[src/rtl/rasp_link_rx_pkg.sv]
// Shared constants, state encodings and the frame checksum helper for the Pi status link receiver.
package rasp_link_rx_pkg;

   localparam logic [7:0] HDR_BYTE       = 8'hA5;
   localparam int         STAT_INSIGHT   = 0;
   localparam int         STAT_CLOSE     = 1;
   localparam logic [7:0] STAT_RSVD_MASK = 8'hFC;

   typedef enum logic [1:0] {
      P_WAIT_HDR = 2'd0,
      P_GET_STAT = 2'd1,
      P_GET_CHK  = 2'd2
   } parse_state_e;

   typedef enum logic [1:0] {
      RX_IDLE  = 2'd0,
      RX_START = 2'd1,
      RX_DATA  = 2'd2,
      RX_STOP  = 2'd3
   } rx_state_e;

   typedef enum logic [1:0] {
      EV_NONE   = 2'd0,
      EV_ACCEPT = 2'd1,
      EV_REJECT = 2'd2
   } parse_evt_e;

   function automatic logic [7:0] frame_chk(input logic [7:0] stat);
      return HDR_BYTE ^ stat;
   endfunction

endpackage

[src/rtl/rasp_link_rx_if.sv]
// Pi status link bundle: the UART line in, the robot-facing status flags out.
interface rasp_link_rx_if;

   logic       rasp_rx;
   logic       rasp_on;
   logic       obj_inSight;
   logic       obj_isClose;
   logic       frame_valid;
   logic [7:0] err_cnt;

   modport master (
      output rasp_rx,
      input  rasp_on, obj_inSight, obj_isClose, frame_valid, err_cnt
   );

   modport slave (
      input  rasp_rx,
      output rasp_on, obj_inSight, obj_isClose, frame_valid, err_cnt
   );

endinterface

[src/rtl/rasp_link_rx_uart_rx_byte.sv]
// 8N1 UART byte receiver: input synchronizer, start-bit glitch filter, mid-bit sampler, LSB-first shifter.
module uart_rx_byte
   import rasp_link_rx_pkg::*;
#(
   parameter int CLKS_PER_BIT = 434,
   parameter int SYNC_STAGES  = 2
) (
   input  logic       clk,
   input  logic       rst,
   input  logic       rx_i,
   output logic       byte_ok_o,
   output logic [7:0] byte_data_o,
   output logic       frame_err_o
);

   localparam int               CNT_W     = $clog2(CLKS_PER_BIT + 1);
   localparam logic [CNT_W-1:0] FULL_LAST = CNT_W'(CLKS_PER_BIT - 1);
   localparam logic [CNT_W-1:0] HALF_LAST = CNT_W'(CLKS_PER_BIT / 2 - 1);

   logic [SYNC_STAGES-1:0] sync_q;
   logic                   prev_q;
   logic                   rx_s;
   rx_state_e              state_q, state_d;
   logic [CNT_W-1:0]       cnt_q, cnt_d;
   logic [2:0]             bit_q, bit_d;
   logic [7:0]             shift_q, shift_d;
   logic [7:0]             data_q, data_d;
   logic                   ok_q, ok_d;
   logic                   ferr_q, ferr_d;

   assign rx_s = sync_q[SYNC_STAGES-1];

   // Synchronizer chain resets to the idle-high line level so reset never fakes a start edge
   always_ff @(posedge clk) begin
      if (rst) begin
         sync_q <= '1;
         prev_q <= 1'b1;
      end else begin
         sync_q <= {sync_q[SYNC_STAGES-2:0], rx_i};
         prev_q <= rx_s;
      end
   end

   // Receiver state and datapath registers
   always_ff @(posedge clk) begin
      if (rst) begin
         state_q <= RX_IDLE;
         cnt_q   <= '0;
         bit_q   <= 3'd0;
         shift_q <= 8'd0;
         data_q  <= 8'd0;
         ok_q    <= 1'b0;
         ferr_q  <= 1'b0;
      end else begin
         state_q <= state_d;
         cnt_q   <= cnt_d;
         bit_q   <= bit_d;
         shift_q <= shift_d;
         data_q  <= data_d;
         ok_q    <= ok_d;
         ferr_q  <= ferr_d;
      end
   end

   // Bit timer and sampling decisions
   always_comb begin
      state_d = state_q;
      cnt_d   = cnt_q + CNT_W'(1);
      bit_d   = bit_q;
      shift_d = shift_q;
      data_d  = data_q;
      ok_d    = 1'b0;
      ferr_d  = 1'b0;
      case (state_q)
         RX_IDLE: begin
            cnt_d = '0;
            if (prev_q && !rx_s) begin
               state_d = RX_START;
            end else begin
               state_d = RX_IDLE;
            end
         end
         RX_START: begin
            if (cnt_q == HALF_LAST) begin
               cnt_d = '0;
               bit_d = 3'd0;
               // a start bit that is high again at mid-bit was only a glitch
               if (!rx_s) begin
                  state_d = RX_DATA;
               end else begin
                  state_d = RX_IDLE;
               end
            end else begin
               state_d = RX_START;
            end
         end
         RX_DATA: begin
            if (cnt_q == FULL_LAST) begin
               cnt_d   = '0;
               shift_d = {rx_s, shift_q[7:1]};
               if (bit_q == 3'd7) begin
                  state_d = RX_STOP;
               end else begin
                  bit_d = bit_q + 3'd1;
               end
            end else begin
               state_d = RX_DATA;
            end
         end
         RX_STOP: begin
            if (cnt_q == FULL_LAST) begin
               cnt_d   = '0;
               state_d = RX_IDLE;
               if (rx_s) begin
                  ok_d   = 1'b1;
                  data_d = shift_q;
               end else begin
                  ferr_d = 1'b1;
               end
            end else begin
               state_d = RX_STOP;
            end
         end
         default: begin
            state_d = RX_IDLE;
            cnt_d   = '0;
         end
      endcase
   end

   assign byte_ok_o   = ok_q;
   assign byte_data_o = data_q;
   assign frame_err_o = ferr_q;

endmodule

[src/rtl/rasp_link_rx.sv]
// Pi status link receiver: frame parser, heartbeat timeout and registered robot status flags.
// Optional rejected-frame counter built only when ROBINHO_LINK_ERRCNT_EN is defined.
module rasp_link_rx
   import rasp_link_rx_pkg::*;
#(
   parameter int CLK_HZ         = 50_000_000,
   parameter int BAUD           = 115_200,
   parameter int TIMEOUT_CYCLES = 25_000_000,
   parameter int SYNC_STAGES    = 2
) (
   input  logic           clk,
   input  logic           rst,
   rasp_link_rx_if.slave  link
);

   localparam int            CLKS_PER_BIT = CLK_HZ / BAUD;
   localparam int            TO_W         = $clog2(TIMEOUT_CYCLES + 1);
   localparam logic [TO_W-1:0] TO_MAX     = TO_W'(TIMEOUT_CYCLES);

   logic         byte_ok_s;
   logic [7:0]   byte_data_s;
   logic         frame_err_s;

   parse_state_e pstate_q, pstate_d;
   logic [7:0]   stat_q, stat_d;
   parse_evt_e   evt_s;

   logic            rasp_on_q, rasp_on_d;
   logic            insight_q, insight_d;
   logic            close_q, close_d;
   logic            fv_q, fv_d;
   logic [TO_W-1:0] to_q, to_d;

   uart_rx_byte #(
      .CLKS_PER_BIT (CLKS_PER_BIT),
      .SYNC_STAGES  (SYNC_STAGES)
   ) u_rx (
      .clk         (clk),
      .rst         (rst),
      .rx_i        (link.rasp_rx),
      .byte_ok_o   (byte_ok_s),
      .byte_data_o (byte_data_s),
      .frame_err_o (frame_err_s)
   );

   // Parser state and latched status byte
   always_ff @(posedge clk) begin
      if (rst) begin
         pstate_q <= P_WAIT_HDR;
         stat_q   <= 8'd0;
      end else begin
         pstate_q <= pstate_d;
         stat_q   <= stat_d;
      end
   end

   // Frame parser: a header seen where STAT or CHK was expected restarts the frame from it
   always_comb begin
      pstate_d = pstate_q;
      stat_d   = stat_q;
      evt_s    = EV_NONE;
      if (frame_err_s) begin
         evt_s    = EV_REJECT;
         pstate_d = P_WAIT_HDR;
      end else if (byte_ok_s) begin
         case (pstate_q)
            P_WAIT_HDR: begin
               if (byte_data_s == HDR_BYTE) begin
                  pstate_d = P_GET_STAT;
               end else begin
                  pstate_d = P_WAIT_HDR;
               end
            end
            P_GET_STAT: begin
               if (byte_data_s == HDR_BYTE) begin
                  pstate_d = P_GET_STAT;
               end else if ((byte_data_s & STAT_RSVD_MASK) != 8'd0) begin
                  evt_s    = EV_REJECT;
                  pstate_d = P_WAIT_HDR;
               end else begin
                  stat_d   = byte_data_s;
                  pstate_d = P_GET_CHK;
               end
            end
            P_GET_CHK: begin
               if (byte_data_s == frame_chk(stat_q)) begin
                  evt_s    = EV_ACCEPT;
                  pstate_d = P_WAIT_HDR;
               end else if (byte_data_s == HDR_BYTE) begin
                  evt_s    = EV_REJECT;
                  pstate_d = P_GET_STAT;
               end else begin
                  evt_s    = EV_REJECT;
                  pstate_d = P_WAIT_HDR;
               end
            end
            default: begin
               pstate_d = P_WAIT_HDR;
            end
         endcase
      end else begin
         pstate_d = pstate_q;
      end
   end

   // Output flags and heartbeat counter
   always_ff @(posedge clk) begin
      if (rst) begin
         rasp_on_q <= 1'b0;
         insight_q <= 1'b0;
         close_q   <= 1'b0;
         fv_q      <= 1'b0;
         to_q      <= '0;
      end else begin
         rasp_on_q <= rasp_on_d;
         insight_q <= insight_d;
         close_q   <= close_d;
         fv_q      <= fv_d;
         to_q      <= to_d;
      end
   end

   // Accept has priority over an expiring heartbeat in the same cycle
   always_comb begin
      rasp_on_d = rasp_on_q;
      insight_d = insight_q;
      close_d   = close_q;
      to_d      = to_q;
      fv_d      = (evt_s == EV_ACCEPT);
      if (evt_s == EV_ACCEPT) begin
         rasp_on_d = 1'b1;
         insight_d = stat_q[STAT_INSIGHT] | stat_q[STAT_CLOSE];
         close_d   = stat_q[STAT_CLOSE];
         to_d      = '0;
      end else if (rasp_on_q) begin
         if (to_q == TO_MAX) begin
            rasp_on_d = 1'b0;
            insight_d = 1'b0;
            close_d   = 1'b0;
         end else begin
            to_d = to_q + TO_W'(1);
         end
      end else begin
         to_d = to_q;
      end
   end

`ifdef ROBINHO_LINK_ERRCNT_EN
   logic [7:0] err_q, err_d;

   // Rejected-frame counter, saturating, cleared only by reset
   always_ff @(posedge clk) begin
      if (rst) begin
         err_q <= 8'd0;
      end else begin
         err_q <= err_d;
      end
   end

   // Next count for the rejected-frame counter
   always_comb begin
      err_d = err_q;
      if ((evt_s == EV_REJECT) && (err_q != 8'hFF)) begin
         err_d = err_q + 8'd1;
      end else begin
         err_d = err_q;
      end
   end

   assign link.err_cnt = err_q;
`else
   assign link.err_cnt = 8'd0;
`endif

   assign link.rasp_on     = rasp_on_q;
   assign link.obj_inSight = insight_q;
   assign link.obj_isClose = close_q;
   assign link.frame_valid = fv_q;

endmodule

[src/flat_wrapper.sv]
// flat-port wrapper written by rule: the top's interface ports become plain ports
module rasp_link_rx_flat import rasp_link_rx_pkg::*;
#(
   parameter int CLK_HZ         = 50_000_000,
   parameter int BAUD           = 115_200,
   parameter int TIMEOUT_CYCLES = 25_000_000,
   parameter int SYNC_STAGES    = 2
)
  (clk, rst, link_rasp_rx, link_rasp_on, link_obj_inSight, link_obj_isClose, link_frame_valid, link_err_cnt);
  rasp_link_rx_if link_i ();
  input  logic clk;
  input  logic rst;
  input wire logic [$bits(link_i.rasp_rx)-1:0] link_rasp_rx;
  output wire logic [$bits(link_i.rasp_on)-1:0] link_rasp_on;
  output wire logic [$bits(link_i.obj_inSight)-1:0] link_obj_inSight;
  output wire logic [$bits(link_i.obj_isClose)-1:0] link_obj_isClose;
  output wire logic [$bits(link_i.frame_valid)-1:0] link_frame_valid;
  output wire logic [$bits(link_i.err_cnt)-1:0] link_err_cnt;
  assign link_i.rasp_rx = link_rasp_rx;
  assign link_rasp_on = link_i.rasp_on;
  assign link_obj_inSight = link_i.obj_inSight;
  assign link_obj_isClose = link_i.obj_isClose;
  assign link_frame_valid = link_i.frame_valid;
  assign link_err_cnt = link_i.err_cnt;
  rasp_link_rx #(.CLK_HZ(CLK_HZ), .BAUD(BAUD), .TIMEOUT_CYCLES(TIMEOUT_CYCLES), .SYNC_STAGES(SYNC_STAGES)) u_core (.clk(clk), .rst(rst), .link(link_i));
endmodule
[config.mk]
export PLATFORM = sky130hd
export DESIGN_NAME = rasp_link_rx_flat
export DESIGN_NICKNAME = d
export VERILOG_FILES = /design/src/rtl/rasp_link_rx_pkg.sv /design/src/rtl/rasp_link_rx_if.sv /design/src/rtl/rasp_link_rx_uart_rx_byte.sv /design/src/rtl/rasp_link_rx.sv /design/src/flat_wrapper.sv
export SDC_FILE = /design/constraint.sdc
export NUM_CORES = 1
export LEC_CHECK = 0
export ABC_CLOCK_PERIOD_IN_PS = 2500
export CORE_MARGIN = 5
export CORE_UTILIZATION = 60
export DETAILED_ROUTE_END_ITERATION = 10
export PLACE_DENSITY = 0.85
export SLEW_MARGIN = 20
export SYNTH_ARGS = -nofsm -noshare
export SYNTH_HDL_FRONTEND = slang
export SYNTH_SLANG_ARGS = --single-unit
[constraint.sdc]
create_clock -name clk -period 2.5 [get_ports clk]
set_input_delay 0.25 -clock clk [delete_from_list [all_inputs] [get_ports clk]]
set_output_delay 0.25 -clock clk [all_outputs]
set_load 0.02 [all_outputs]
==> metrics.md, run 1 <==
| Metric | Value |
|---|---|
| Max Clk Rate | about 490 MHz |
| Number of cells on the worst reg-to-reg path | 8 |
| Setup crit start kind | flop |
| Most area-hungry cell type in the Yosys netlist | dfxtp_1 |
| TritonCTS clock tree | yes |
| Clk slew on worst S/H paths | about 70 ps |
| Buffers from clock root to sink, at most | 2 |
| Cell Chain, Critical Path | inv_1, ha_1, and3_1, o311ai_1, nand4_1, o21ai_2, buf_4, nor2_1 |
| Logic gate share of total power | ~2.2% |
| Worst-Margin Slew | 539 ps |
| Cell with the biggest individual delay on the critical path | dfxtp_1 |
| Register cell area after layout | approximately 1500 um2 |
| Post-Route WL | between 6 and 7 mm |
| # resized after CTS | 0 |
| Placed cell count | around 460 |
| Via count of the first global-routing pass | around 2500 |
| Wire length of the first global-routing pass | 11.1 mm |
| Overall global routing resource usage | around a fifth |
| Die boundary height | 85.3 um |
| Number of vias per cell after detailed routing | between 5 and 6 |
| Placement-stage cell area | 3470 um2 |
| ANT cells | 0 |
| Proportion of power drawn by flip-flops and latches | roughly three fifths |
| Post-route ant nets | 0 |
| Non-filler instance count after layout | about 480 |
| Primary flip-flop cell chosen by synthesis mapping | dfxtp_1 |
| Number of H-tree levels | 3 |
| Fraction of power consumed by the clock network | ~39% |
| Worst-case hold slack | 410 ps |
| Netlist area before placement | about 3400 um2 |
| Cell Int Power | between 1.5 and 2 mW |
| Outcome | finished, final reports clean |
| Capturing point of the worst reg2reg path | u_core.to_q[17]$_SDFFE_PP0P_ |
| FF+latch count, synth | between 70 and 80 |
| Final #Nets | between 400 and 500 |
| Area Overhead vs Synth | 6.92% |
| Final-layout setup total negative slack | 0 ps |
| Mean routed wirelength per cell | about 14 um |
| Stage delay of the slowest cell on the critical path | 360 ps |
| First drt pass iteration count | 4 |
| Final cycle utilization of the critical path | about 82% |
| Maximum capacitance violations | 0 |
| Overall via count from detail_route | around 2700 |
| Reg-to-reg setup timing slack | around 460 ps |
| Hold-fix buffer count after cts | 0 |
| Final period demand of the worst path | 2040 ps |
| Final hold violations | 0 |
| Most numerous cell in the Yosys netlist | dfxtp_1 |
| Terminating pin of the worst hold path | u_core.u_rx.sync_q[1]$_SDFF_PP1_ |
| Highest fanout seen on the critical path | 25 |
| Placer Congestion | 0.815 |
| Final design utilization | 66.0% |
| Final global-route overflow total | 0 |
| Static power due to leakage | approximately 1.3 nW |
| Filler cell count in the final layout | 447 |
| Unrepaired setup endpoints after global routing | false |
| Switching pwr | ~0.42 mW |
| Worst relative slew slack | 63.8% |
| CP Data Required Time | 2720 ps |
| Number of flops mapped to enable cells by yosys | 0 |
| Die area | a little over 7000 um2 |
| Post-Place Worst Slack | ~550 ps |
| Remaining DRCs | 0 |
| I/O pin cnt | 15 |
| Buffers & Inverters on Critical Path | 2 |
| Clock insertion delay at the later pin of the skew report | 340 ps |
| Synth area leaders | dfxtp_1, nand2_1, nor2_1 |
| Starting density of the core | between 60% and 70% |
| Count of cell instances traversed by the critical path | 8 |
| Standard cell core area | 5510 um2 |
| Switching Fraction | a little over a fifth |
| Cells after synthesis | slightly below 400 |
| Proportion of synthesized flip-flops having asynchronous set or reset | 0% |
| Combined area of the multi-input logic cells | between 1500 and 2000 um2 |
| Number of placement rows | 27 |
| Layout cell share with drive strength beyond 1 | around 6.7% |
| Cell at the root of the clock tree | clkbuf_8 |
| Count of final max-slew check failures | 0 |
| Power consumption | 2.02 mW |
| Sink Count | 74 |
| Final design area excluding fillers | about 3600 um2 |
| Count of buffers added by post-CTS timing repair for setup | 0 |
| Average size of a mapped cell | about 8.6 um2 |
| Setup slack after layout | 461 ps |
| List of most frequent post-synthesis cells | dfxtp_1, nand2_1, nor2_1, a21oi_1, xor2_1 |
| WP data arrival | about 2300 ps |
| Yosys top cell area share | a little over two fifths |
| Pin count of the biggest net entering global routing | 29 |
| Power Density | between 500 and 600 nW/um2 |
| Crit-path leading delay family | simple AND/OR/NAND/NOR gates |
| Worst min-delay path category | reg -> reg |
| Final setup violating endpoints | 0 |
| Distinct cells, synth | between 40 and 50 |
| Number of buffers created by CTS | 9 |
| Final setup skew | between 9 and 10 ps |
| Number of buffer cells added on primary ports | 6 |
| HPWL after DPL | 4.55 mm |
| Part of the Yosys area used for sequential elements | around 44% |
| Endpoint type of the worst setup path | flop |
| DIE WIDTH | roughly 85 um |
| Crit Path Category | reg -> reg |
| Hold path start | u_core.u_rx.sync_q[0]$_SDFF_PP1_ |
| Number of instances on the worst hold path | 1 |
| DR iter-0 viols | approximately 160 |
| Peak supply drop | 0.293 mV |
| Number of warnings reported in the yosys synthesis log | 0 |
| Initial antenna violation count | 0 |
| Critical R2R Launch | u_core.pstate_q[0]$_SDFFE_PP0P_ |
power by group through the flow:
stage / clock [mW] / combinational [mW] / sequential (mW)
after floorplan: 0 / 0.0459 / 1.21
after global placement: 0 / 0.0429 / 1.21
after detailed placement: 0 / 0.0430 / 1.21
after CTS: 0.800 / 0.0433 / 1.19
after global routing: 0.849 / 0.0479 / 1.19
final: 0.786 / 0.0438 / 1.19
final cells by class:
cell class / instances / share of cell area [%]
multi-input combinational: 293 / 48.7
sequential: 74 / 40.8
clock buffer: 13 / 4.37
tap: 72 / 2.48
timing repair buffer: 8 / 2.07
inverter: 16 / 1.65
worst register-to-register path, stage by stage, from the launching register on:
cell	delay, ps
dfxtp_1	360
inv_1	90
ha_1	290
and3_1	190
o311ai_1	120
nand4_1	290
o21ai_2	200
buf_4	280
nor2_1	110
kinds of logic after synthesis:
| group | Yosys count | synth area share (%) |
|---|---|---|
| AOI/OAI and AO/OA | 45 | 8.36 |
| xor gates and xnor gates | 38 | 9.79 |
| adders and majority gates | 11 | 4.05 |
| buffers and inverters | 36 | 5.15 |
| DFF | 74 | 43.6 |
| muxes | 3 | 0.884 |
| other | 1 | 0.110 |
| and+or+nand+nor | 188 | 28.1 |
state kept, by name, summed over array words and instances (netlist names):
name and flops:
u_core.link.frame_valid 1, u_core.link.obj_inSight 1, u_core.link.obj_isClose 1, u_core.link.rasp_on 1, u_core.pstate_q 2, u_core.stat_q 8
u_core.to_q 25, u_core.u_rx.bit_q 3, u_core.u_rx.byte_data_o 8, u_core.u_rx.byte_ok_o 1, u_core.u_rx.cnt_q 9, u_core.u_rx.frame_err_o 1
u_core.u_rx.prev_q 1, u_core.u_rx.shift_q 8, u_core.u_rx.state_q 2, u_core.u_rx.sync_q 2
worst max-delay path by stage:
stage                                               to                             from  slack (ps)
4_1_cts                   u_core.to_q[17]$_SDFFE_PP0P_  u_core.pstate_q[0]$_SDFFE_PP0P_         480
6_report                  u_core.to_q[17]$_SDFFE_PP0P_  u_core.pstate_q[0]$_SDFFE_PP0P_         460
2_1_floorplan     u_core.link.obj_inSight$_SDFFE_PP0P_  u_core.pstate_q[0]$_SDFFE_PP0P_         750
3_3_place_gp   u_core.u_rx.byte_data_o[5]$_SDFFE_PP0P_  u_core.u_rx.cnt_q[0]$_SDFF_PP0_         630
5_1_grt        u_core.u_rx.byte_data_o[7]$_SDFFE_PP0P_  u_core.u_rx.cnt_q[0]$_SDFF_PP0_         340
3_5_place_dp   u_core.u_rx.byte_data_o[4]$_SDFFE_PP0P_  u_core.u_rx.cnt_q[0]$_SDFF_PP0_         550
layout by cell type (no fill, tap or decap), types with 2 or more instances in the layout:
cell type,count
nor4bb_1,3
a21oi_1,21
a311oi_1,2
conb_1,8
o21bai_1,3
nor2_1,49
xor2_1,21
nor3_1,8
o311ai_0,2
nand4_1,13
clkbuf_8,11
or3_1,4
nand3_1,18
a31oi_1,3
dfxtp_1,74
xnor2_1,17
ha_1,11
nand2_1,54
clkbuf_1,2
nor4_2,3
o21ai_0,4
nand4b_1,3
and3_1,13
or2_2,4
o21ai_2,4
mux2i_1,3
inv_1,16
clkdlybuf4s50_1,6
nor4_1,6
buf_4,2
per-layer routing:
metal	global-route usage, %	share of wire [%]	up-vias
met1	23.3	46	1258
li1	-	-	1355
met5	0	0	-
met4	10.5	2.7	0
met2	30.5	47	54
met3	4.27	3.6	14
No activity file was read; power rests on OpenSTA's default activity.
==> run 2, diff against run 1 <==
--- a/config.mk
+++ b/config.mk
@@ -5,11 +5,11 @@
 export SDC_FILE = /design/constraint.sdc
 export NUM_CORES = 1
 export LEC_CHECK = 0
-export ABC_CLOCK_PERIOD_IN_PS = 2500
+export ABC_CLOCK_PERIOD_IN_PS = 1740
 export CORE_MARGIN = 5
-export CORE_UTILIZATION = 60
+export CORE_UTILIZATION = 54
 export DETAILED_ROUTE_END_ITERATION = 10
-export PLACE_DENSITY = 0.85
+export PLACE_DENSITY = 0.81
 export SLEW_MARGIN = 20
 export SYNTH_ARGS = -nofsm -noshare
 export SYNTH_HDL_FRONTEND = slang
==> constraint.sdc (replaced) <==
create_clock -name clk -period 1.74 [get_ports clk]
set_input_delay 0.174 -clock clk [delete_from_list [all_inputs] [get_ports clk]]
set_output_delay 0.174 -clock clk [all_outputs]
set_load 0.02 [all_outputs]
==> run 2 against run 1 <==
  * Largest power group unchanged
  * Sequential power up 43%
  * Design area up 16%
  * Maximum frequency up 18%
  * Sequential share of layout area down 5.4 points
  * Utilization up 1.6 points
  * Final cell count up 11%
  * Count of clock-buffer cells in the layout down 2
  * Critical path depth down 3
  * Largest cell class unchanged
==> metrics.md, run 2 (synthesis gave the netlist of run 1 again) <==
| Metric | Value |
|---|---|
| Most frequent cells in the layout | dfxtp_1, nand2_1, nor2_1, buf_4 |
| Leading cell type in the layout, fill and taps excluded | dfxtp_1 |
| Wire length of the first global-routing pass | 12.6 mm |
| Initial antenna violation count | 0 |
| Area Overhead vs Synth | 24.2% |
| Filler cell count in the final layout | 458 |
| Final setup skew | between 10 and 15 ps |
| Worst-case hold slack | just under 400 ps |
| Number of H-tree levels | 3 |
| Cell Chain, Critical Path | xor2_1, nor4_2, nand2_1, or4_4, o21ai_2 |
| Final hold violations | 0 |
| ANT cells | 0 |
| Final design utilization | 67.6% |
| WP data arrival | 2020 ps |
| Endpoint type of the worst setup path | flop |
| Buffers from clock root to sink, at most | 2 |
| Placer Congestion | about 0.85 |
| Via count of the first global-routing pass | roughly 2800 |
| Number of buffers created by CTS | 9 |
| Power consumption | between 3 and 4 mW |
| CP Data Required Time | just over 2000 ps |
| TritonCTS clock tree | yes |
| Highest fanout seen on the critical path | 4 |
| DIE WIDTH | a little under 90 um |
| Number of flip-flops under the largest register name | 25 |
| Final cycle utilization of the critical path | about 100% |
| Final period demand of the worst path | 1730 ps |
| Cell with the biggest individual delay on the critical path | or4_4 |
| Maximum capacitance violations | 0 |
| GR Layer Usage met3 | 6.45% |
| Remaining DRCs | 0 |
| Die area | between 7000 and 8000 um2 |
| Final-layout setup total negative slack | 0 ps |
| Mean routed wirelength per cell | 13.7 um |
| Crit Path Category | reg -> reg |
| Pin count of the biggest net entering global routing | 29 |
| I/O pin cnt | 15 |
| Max Clk Rate | a little under 600 MHz |
| Number of vias per cell after detailed routing | roughly 5.6 |
| Overall via count from detail_route | slightly below 3000 |
| Peak supply drop | just under 0.6 mV |
| Most crowded layer after global routing | met2 |
| Hold-fix buffer count after cts | 0 |
| Die boundary height | 89.3 um |
| Count of final max-slew check failures | 0 |
| Stage delay of the slowest cell on the critical path | about 540 ps |
| Sink Count | 74 |
| Final global-route overflow total | 0 |
| Largest registers ranked by flip-flop count | u_core.to_q x25, u_core.u_rx.cnt_q x9 |
| Number of placement rows | 29 |
| Post-route ant nets | 0 |
| Clock insertion delay at the later pin of the skew report | around 350 ps |
| Reg-to-reg setup timing slack | between 5 and 6 ps |
| Final #Nets | 460 |
| Clk slew on worst S/H paths | roughly 70 ps |
| Global-route met1 utilization | between 20% and 30% |
| Power Density | slightly below 800 nW/um2 |
| DR iter-0 viols | between 100 and 150 |
| Overall global routing resource usage | ~20% |
| Cell at the root of the clock tree | clkbuf_8 |
| Final setup violating endpoints | 0 |
| Standard cell core area | ~6200 um2 |
| Post-Route WL | between 7 and 8 mm |
| Most flop-heavy register | u_core.to_q |
| Met2 Use GR | roughly a third |
| Starting density of the core | 54.5% |
| HPWL after DPL | 4.69 mm |
| Number of buffer cells added on primary ports | 6 |
| Worst min-delay path category | in -> reg |
| Static power due to leakage | about 1.6 nW |
| First drt pass iteration count | 4 |
| Setup crit start kind | flop |
| Layout cell share with drive strength beyond 1 | between 20% and 30% |
| Outcome | finished, final reports clean |
| Unrepaired setup endpoints after global routing | true |
-- run 2: cell types whose count changed in the layout (fill, tap and decap cells not counted), sizes merged --
cell,previous run,this run
clkbuf,13,11
clkinvlp,0,1
clkinv,0,2
bufinv,0,2
buf,2,46
-- run 2: final timing paths --
path | from | to | cells past startpoint
max | u_core.u_rx.byte_data_o[4]$_SDFFE_PP0P_ | u_core.link.obj_inSight$_SDFFE_PP0P_ | 5
min | link_rasp_rx | u_core.u_rx.sync_q[0]$_SDFF_PP1_ | 2
max reg2reg | u_core.u_rx.byte_data_o[4]$_SDFFE_PP0P_ | u_core.link.obj_inSight$_SDFFE_PP0P_ | 5
min reg2reg | u_core.u_rx.sync_q[0]$_SDFF_PP1_ | u_core.u_rx.sync_q[1]$_SDFF_PP1_ | 1
-- run 2: where the power goes --
| part | leakage [nW] | total, mW | switching, mW | internal, mW |
|---|---|---|---|---|
| logic | 0.874 | 0.0712 | 0.0518 | 0.0194 |
| clock network | 0.109 | 1.48 | 0.636 | 0.842 |
| registers | 0.602 | 1.70 | 0.00457 | 1.70 |
| total | 1.59 | 3.25 | 0.692 | 2.56 |
-- run 2: area by class of cell --
| cell class | count | area (um2) | share of cell area (%) |
|---|---|---|---|
| well taps | 77 | 96.3 | 2.28 |
| inverters | 16 | 65.1 | 1.54 |
| clock buffers | 11 | 141 | 3.35 |
| flip-flops and latches | 74 | 1490 | 35.4 |
| repair buffers | 52 | 422 | 9.99 |
| multi-input cells | 293 | 1920 | 45.6 |
| clock inverters | 5 | 77.6 | 1.84 |
-- run 2: stage by stage --
step / area (um2) / std cells / setup slack, ps
5_1_grt: 4220 / 528 / -50.6
6_report: 4220 / 528 / 5.44
2_1_floorplan: 3420 / 403 / 25.6
4_1_cts: 4130 / 526 / -7.44
3_5_place_dp: 3730 / 500 / -109
3_3_place_gp: 3730 / 500 / -22.6
-- run 2: critical path: cells and delay by family, from the launching register on --
family,cells,cell delay [ps]
AOI/OAI and AO/OA,1,130
xor gates and xnor gates,1,160
DFF,1,330
and+or+nand+nor,3,1030
-- run 2: metal layers --
layer | routed length (um) | vias up
met5 | 0 | -
met4 | 70 | 0
met3 | 400 | 7
met2 | 3600 | 70
met1 | 3190 | 1411
li1 | - | 1450
-- run 2: what timing repair did --
item                                    CTS  global route
buffers inserted                         10             2
endpoints found under the setup margin   45            45
pin swaps                                13            10
gates resized for setup                  29            18
